### src/rtl/serial_to_parallel_aligner_pkg.sv
// Shared definitions for the serial-to-parallel byte aligner:
// default symbol geometry, the COM/idle symbol and the lane state encoding.
package serial_to_parallel_aligner_pkg;

  localparam int         WIDTH_DEF     = 8;
  localparam logic [7:0] COM_DEF       = 8'hBC;
  localparam int         COM_COUNT_DEF = 4;

  // Lane alignment states, 2-bit encoding.
  typedef enum logic [1:0] {
    ST_HUNT   = 2'd0,
    ST_ALIGN  = 2'd1,
    ST_ACTIVE = 2'd2
  } state_e;

endpackage

### src/rtl/serial_to_parallel_aligner.sv
// Serial-to-parallel aligner: rebuilds MSB-first bytes from a 1-bit stream,
// hunts for the COM symbol at any bit offset, confirms COM_COUNT consecutive
// byte-aligned COMs, then presents every completed byte in parallel.
module serial_to_parallel_aligner
  import serial_to_parallel_aligner_pkg::*;
#(
  parameter int               WIDTH     = WIDTH_DEF,
  parameter logic [WIDTH-1:0] COM       = WIDTH'(COM_DEF),
  parameter int               COM_COUNT = COM_COUNT_DEF
) (
  input  logic             clk32f,
  input  logic             reset,
  input  logic             in,
  output logic [WIDTH-1:0] out,
  output logic             out_valid,
  output logic             out_stb,
  output logic             active
);

  localparam int CNT_W = (WIDTH > 1) ? $clog2(WIDTH) : 1;
  localparam int CC_W  = $clog2(COM_COUNT + 1);
  localparam logic [CNT_W-1:0] BIT_LAST = CNT_W'(WIDTH - 1);
  localparam logic [CC_W-1:0]  COM_LAST = CC_W'(COM_COUNT - 1);

  state_e           state_q;
  logic [WIDTH-1:0] sr_q;
  logic [CNT_W-1:0] bit_cnt_q;
  logic [CC_W-1:0]  com_cnt_q;
  logic [WIDTH-1:0] out_q;
  logic             out_valid_q;
  logic             out_stb_q;
  logic             active_q;

  logic [WIDTH-1:0] nxt_d;
  logic             boundary_d;
  logic             is_com_d;

  // Byte being completed this cycle and whether this edge closes a symbol.
  always_comb begin
    nxt_d      = {sr_q[WIDTH-2:0], in};
    boundary_d = (bit_cnt_q == BIT_LAST);
    is_com_d   = (nxt_d == COM);
  end

  // Shift register, bit/COM counters, alignment FSM and registered outputs.
  always_ff @(posedge clk32f) begin
    if (reset) begin
      state_q     <= ST_HUNT;
      sr_q        <= '0;
      bit_cnt_q   <= '0;
      com_cnt_q   <= '0;
      out_q       <= '0;
      out_valid_q <= 1'b0;
      out_stb_q   <= 1'b0;
      active_q    <= 1'b0;
    end else begin
      sr_q      <= nxt_d;
      out_stb_q <= 1'b0;
      case (state_q)
        ST_HUNT: begin
          // Phase is unknown here, so the counter is parked until a COM is seen.
          bit_cnt_q <= '0;
          if (is_com_d) begin
            com_cnt_q <= CC_W'(1);
            if (COM_COUNT <= 1) begin
              // A single COM is enough to lock; present it like any lock symbol.
              state_q     <= ST_ACTIVE;
              active_q    <= 1'b1;
              out_q       <= nxt_d;
              out_valid_q <= 1'b0;
              out_stb_q   <= 1'b1;
            end else begin
              state_q <= ST_ALIGN;
            end
          end else begin
            com_cnt_q <= '0;
          end
        end
        ST_ALIGN: begin
          bit_cnt_q <= boundary_d ? '0 : bit_cnt_q + CNT_W'(1);
          if (boundary_d) begin
            if (is_com_d) begin
              com_cnt_q <= com_cnt_q + CC_W'(1);
              if (com_cnt_q == COM_LAST) begin
                // Lock: the final COM is shown as a non-valid strobed symbol.
                state_q     <= ST_ACTIVE;
                active_q    <= 1'b1;
                out_q       <= nxt_d;
                out_valid_q <= 1'b0;
                out_stb_q   <= 1'b1;
              end
            end else begin
              com_cnt_q <= '0;
              state_q   <= ST_HUNT;
            end
          end
        end
        ST_ACTIVE: begin
          // Locked for good: every boundary is presented, COM fill flagged not valid.
          bit_cnt_q <= boundary_d ? '0 : bit_cnt_q + CNT_W'(1);
          if (boundary_d) begin
            out_q       <= nxt_d;
            out_valid_q <= ~is_com_d;
            out_stb_q   <= 1'b1;
          end
        end
        default: begin
          state_q   <= ST_HUNT;
          bit_cnt_q <= '0;
          com_cnt_q <= '0;
        end
      endcase
    end
  end

  assign out       = out_q;
  assign out_valid = out_valid_q;
  assign out_stb   = out_stb_q;
  assign active    = active_q;

endmodule
### config.mk
export PLATFORM = sky130hd
export DESIGN_NAME = serial_to_parallel_aligner
export DESIGN_NICKNAME = d
export VERILOG_FILES = /design/src/rtl/serial_to_parallel_aligner_pkg.sv /design/src/rtl/serial_to_parallel_aligner.sv
export SDC_FILE = /design/constraint.sdc
export NUM_CORES = 1
export LEC_CHECK = 0
export ABC_AREA = 1
export CAP_MARGIN = 25
export CELL_PAD_IN_SITES_DETAIL_PLACEMENT = 1
export CELL_PAD_IN_SITES_GLOBAL_PLACEMENT = 1
export CORE_AREA = 2 2 53 68
export CTS_BUF_LIST = sky130_fd_sc_hd__clkbuf_8 sky130_fd_sc_hd__clkbuf_16
export DETAILED_ROUTE_END_ITERATION = 12
export DIE_AREA = 0 0 55 70
export GPL_TIMING_DRIVEN = 0
export PLACE_DENSITY = 0.78
export SYNTH_ARGS = -nofsm -noshare
export SYNTH_HDL_FRONTEND = slang
export SYNTH_SLANG_ARGS = --single-unit
### constraint.sdc
create_clock -name clk32f -period 1.3 [get_ports clk32f]
set_input_delay 0.195 -clock clk32f [delete_from_list [all_inputs] [get_ports clk32f]]
set_output_delay 0.195 -clock clk32f [all_outputs]
set_load 0.005 [all_outputs]
# Word-level counts from Yosys, hierarchy flattened
# Cells that the tools add are included.
# Widths: inputs -> output; s select.
# totals
reg_bits	26
# op_classes
addsub	2
eq_ne	11
n_mux	24
bitwise	3
n_reduce_logical	8
# op_table
op	n
$mux 8	4
$pmux 8 s2	1
$ne 2x2->1 const B	5
$mux 1	9
$pmux 3 s3	1
$eq 8x8->1 const B	1
$mux 2	4
$reduce_and 4->1	2
$add 3x1->3 const B	2
$mux 3	2
$pmux 2 s3	1
$reduce_and 5->1	1
$pmux 1 s2	2
$eq 3x2->1 const B	1
$eq 3x3->1 const B	1
$ne 3x3->1 const B	1
$not 1->1	3
$reduce_or 3->1	1
$eq 2x1->1 const B	1
$eq 2x2->1 const B	1
$logic_not 2->1	1
$reduce_and 2->1	1
$reduce_bool 2->1	1
$reduce_or 2->1	1

# Logic depth before layout (Yosys ltp)
# depth
word_depth	5
mapped_depth	9
depth_no_buf	9

# Least setup slack after synthesis
# OpenSTA, ideal clock, no wires.
# synth_timing
path_kind	register to register
start	register bit_cnt_q[0]
end	register out_q[0] (netlist: out[0])
arrival_ns	1.244
setup_slack_ns	-0.060
stages_incl_launch_ff	8
n_path_buf	0
period_less_slack_ns	1.360
cell_sequence	dfxtp_1 -> ha_1 -> ha_1 -> inv_1 -> nor3_2 -> nand2_4 -> o21ai_0 -> nor2_1
# synth_between
elab_chain_cells	3
# synth_rtl
element	line_no	rtl
start: declaration	serial_to_parallel_aligner.sv:27	logic [CNT_W-1:0] bit_cnt_q;
start signal: assignment	serial_to_parallel_aligner.sv:80	bit_cnt_q <= boundary_d ? '0 : bit_cnt_q + CNT_W'(1);
start signal: assignment	serial_to_parallel_aligner.sv:100	bit_cnt_q <= boundary_d ? '0 : bit_cnt_q + CNT_W'(1);
$eq 3x3->1 (*)	serial_to_parallel_aligner.sv:41	boundary_d = (bit_cnt_q == BIT_LAST);
$ne 2x2->1 (no source line)	--	
$reduce_and 5->1 (no source line) (*)	--	
end signal: assignment	serial_to_parallel_aligner.sv:69	out_q <= nxt_d;
end signal: assignment	serial_to_parallel_aligner.sv:88	out_q <= nxt_d;
end signal: assignment	serial_to_parallel_aligner.sv:102	out_q <= nxt_d;
end: declaration	serial_to_parallel_aligner.sv:29	logic [WIDTH-1:0] out_q;
# Every way passes the cells marked *; elsewhere a longest branch is shown, timed or not.
# A chain may end at the register's enable or synchronous reset.

# Final worst setup path
# layout_timing
start	register state_q[1]
end	register out_q[1] (netlist: out[1])
# layout_between
elab_chain_cells	3
# layout_rtl
element	line_no	rtl
start: declaration	serial_to_parallel_aligner.sv:25	state_e state_q;
start signal: assignment	serial_to_parallel_aligner.sv:48	state_q <= ST_HUNT;
start signal: assignment	serial_to_parallel_aligner.sv:67	state_q <= ST_ACTIVE;
start signal: assignment	serial_to_parallel_aligner.sv:73	state_q <= ST_ALIGN;
$eq 2x1->1 / $eq 2x2->1 (equally long branches)	serial_to_parallel_aligner.sv:59	case (state_q)
$ne 2x2->1 (no source line) / $reduce_bool 2->1 (equally long branches)	--	
$reduce_and 5->1 (no source line)	--	
# Several ways; a longest one is shown, not always the timed one.

==> metrics.txt <==
outcome=finished, violations left; failing checks=setup timing; reg-to-reg slack, setup=-0.13 ns; fillers=407; Via density=4.66; Starting DRT DRC Count=15; Die W=55 um; Reg-to-Reg Start=state_q[1]; Synth Cell Area=approximately 1100 sq um; Max Fclk=~0.70 GHz; vias in the first global route=approximately 960; total track usage=0.148; Slowest-stage cell, CP=dfxtp_2; routed wire length=about 2.8 mm; wire per inst=between 10 and 15 um; Non-Filler Instances=201; CP Class=reg -> reg; TritonCTS Buffers=3; final worst slack=-0.134 ns; register area share after synthesis=0.490; largest net degree at the start of global routing=14; Register-to-Register Path Depth=8; DR pass1 iterations=4; Worst path max stage delay=between 0.3 and 0.4 ns; Final Max Tran Viols=0; Synth Instances=138; synthesized area per cell=just under 8 sq um; post-synthesis register bit count=26; worst slew pin tran=0.564 ns; relative slew slack=0.624; Max Cap Viol=0; worst-skew pair later-pin latency=~0.27 ns; htree depth=1; Ports=14; ANT nets after route=0; hold buffer count at CTS=0; P per Cell Area=roughly 1300 nW/um^2; DRC violations left=0; clk slew on worst S/H paths=0.09 ns; Core Area=around 3300 sq um; grt ovf=0; gp weighted congestion=0.874; hold slack=between 0.2 and 0.25 ns; WP data required=about 1.5 ns; P_leak=approximately 0.78 nW; Arr. time, crit path=~1.6 ns; initial antenna violation count=0; WHS Path Cells=2; final worst-path cycle share=1.10; die area=approximately 3900 sq um; layout net count=between 150 and 200; TritonCTS clock tree=built; min Tclk post-route=around 1.4 ns; worst-case clock skew=0.00367 ns; Cell variety after synth=18; origin of the worst min-delay path=reset; routed via count=936; Inserted Diodes=0; die height=roughly 70 um; share of cells above drive strength 1=0.327; Final Hold Vio Count=0; clock tree root buffer cell=clkbuf_8; critical path cell sequence=inv_2 -> ha_4 -> inv_4 -> nor2_4 -> nor3_4 -> nand2_2 -> o21ai_1 -> nor2_1; Syn Nets=about 150; Initial Util=0.322; crit end category=register; Hold Path End=out_valid; clock tree sinks=26; Max IR drop VDD=0.709 mV; Placed Instances=approximately 190; first-pass GRT wire length=just over 4 mm; Max Root-Sink Buffers=2; # setup viols final=14; input/output buffers=12; startpoint types=register; HP Class=in -> reg; Ys Warns=0; unrepaired setup endpoints after global routing=true; # rows=24; hpwl dp=roughly 1.7 mm; P&R area growth vs syn=44.4%; Reg2Reg Capture Point=out[1]; Crit Path Max Fanout=5
-- report_power, final --
group	internal [W]	switching (W)	leakage [nW]	total (W)
combinational	0.000280	0.000363	0.546	0.000643
clock	0.000208	0.000246	0.0216	0.000453
sequential	0.000893	0.0000754	0.216	0.000968
total	0.00138	0.000683	0.783	0.00206
-- worst max-delay path, delay by kind of cell (launching register included) --
kind	cells	cell delay [ns]
AND/OR/NAND/NOR	4	0.54
AO/OA/AOI/OAI	1	0.14
buffers and inverters	2	0.13
flip-flops	1	0.35
adder cells (fa/ha/maj)	1	0.19
-- placed cells by master (no fill, tap or decap), types with 2 or more instances in the layout --
cell type        count
a21oi_1              4
nor2_2               3
clkbuf_8             3
inv_2                2
o21ai_1              5
nor2_1              31
nand2_4              2
nand2_1             15
buf_4                7
inv_1               17
inv_4                2
dlymetal6s2s_1      10
o21ai_2              6
ha_4                 6
nor2_4               2
nand2_2              3
dfxtp_2             11
nand3_1              4
o21ai_0              2
clkdlybuf4s50_1      2
dfxtp_1             15
-- state kept, by name (all words and copies together) (netlist names) --
name and cells:
com_cnt_q 3, out_valid 1, out_stb 1, state_q 2, sr_q 7, active 1, out 8, bit_cnt_q 3
-- per-layer routing --
metal,GRT usage,vias to the layer above,share of wire
met5,0,-,0
met1,0.150,439,0.36
met4,0.0569,0,0.027
li1,-,473,-
met2,0.276,16,0.58
met3,0.0278,8,0.028
-- cell type report --
type | count | area, sq um | area share
sequential | 26 | 534 | 0.348
buffer | 2 | 8.76 | 0.00571
inverter | 22 | 92.6 | 0.0604
clock buffer | 3 | 41.3 | 0.0269
timing repair buffer | 20 | 209 | 0.136
tap | 39 | 48.8 | 0.0318
multi-input combinational | 89 | 599 | 0.391
-- how the worst max path moves through the flow --
stage / from / endpoint / slack, ns
floorplan: bit_cnt_q[0] / com_cnt_q[0] / -0.04
global placement: in / out[0] / -0.31
detailed placement: in / out[0] / -0.31
CTS: bit_cnt_q[1] / out[2] / -0.11
global route: state_q[1] / out[1] / -0.21
finish: state_q[1] / out[1] / -0.13
-- Yosys cell counts --
cell type,instances,area [sq um]
nor3_2,1,10.0
buf_2,1,5.00
nand2_2,2,12.5
nor2_2,1,6.26
inv_1,21,78.8
a21oi_2,1,8.76
ha_1,7,87.6
o21ai_0,13,65.1
a21oi_1,4,20.0
nor3_1,1,5.00
nand3_1,5,25.0
nand2_4,1,11.3
clkinv_2,1,5.00
dfxtp_1,26,521
clkbuf_1,1,3.75
nand2_1,16,60.1
nand4_1,1,6.26
nor2_1,35,131
-- through the flow --
stage,power [W],utilization,setup TNS [ns],instance area [sq um],worst slack (ns)
after floorplan,0.00124,-,-0.100,1080,-0.0388
after global placement,0.00130,0.378,-3.89,1250,-0.309
after detailed placement,0.00136,0.378,-4.31,1250,-0.308
after CTS,0.00197,0.434,-0.864,1430,-0.108
after global routing,0.00219,0.464,-2.56,1530,-0.212
final,0.00206,0.464,-1.12,1530,-0.134
-- cells by family after synthesis --
kind of cell,after synthesis,share of synthesized area
and+or+nand+nor,63,0.252
DFF,26,0.490
buffers and inverters,24,0.0872
AOI/OAI and AO/OA,18,0.0883
adders and majority gates,7,0.0824
-- repair_timing --
item	in CTS	in global routing
gates cloned	1	0
resized for setup	29	27
pin swaps	11	14
setup buffers	5	3
endpoints found under the setup margin	21	27
Power figures use the tool's default switching activity.
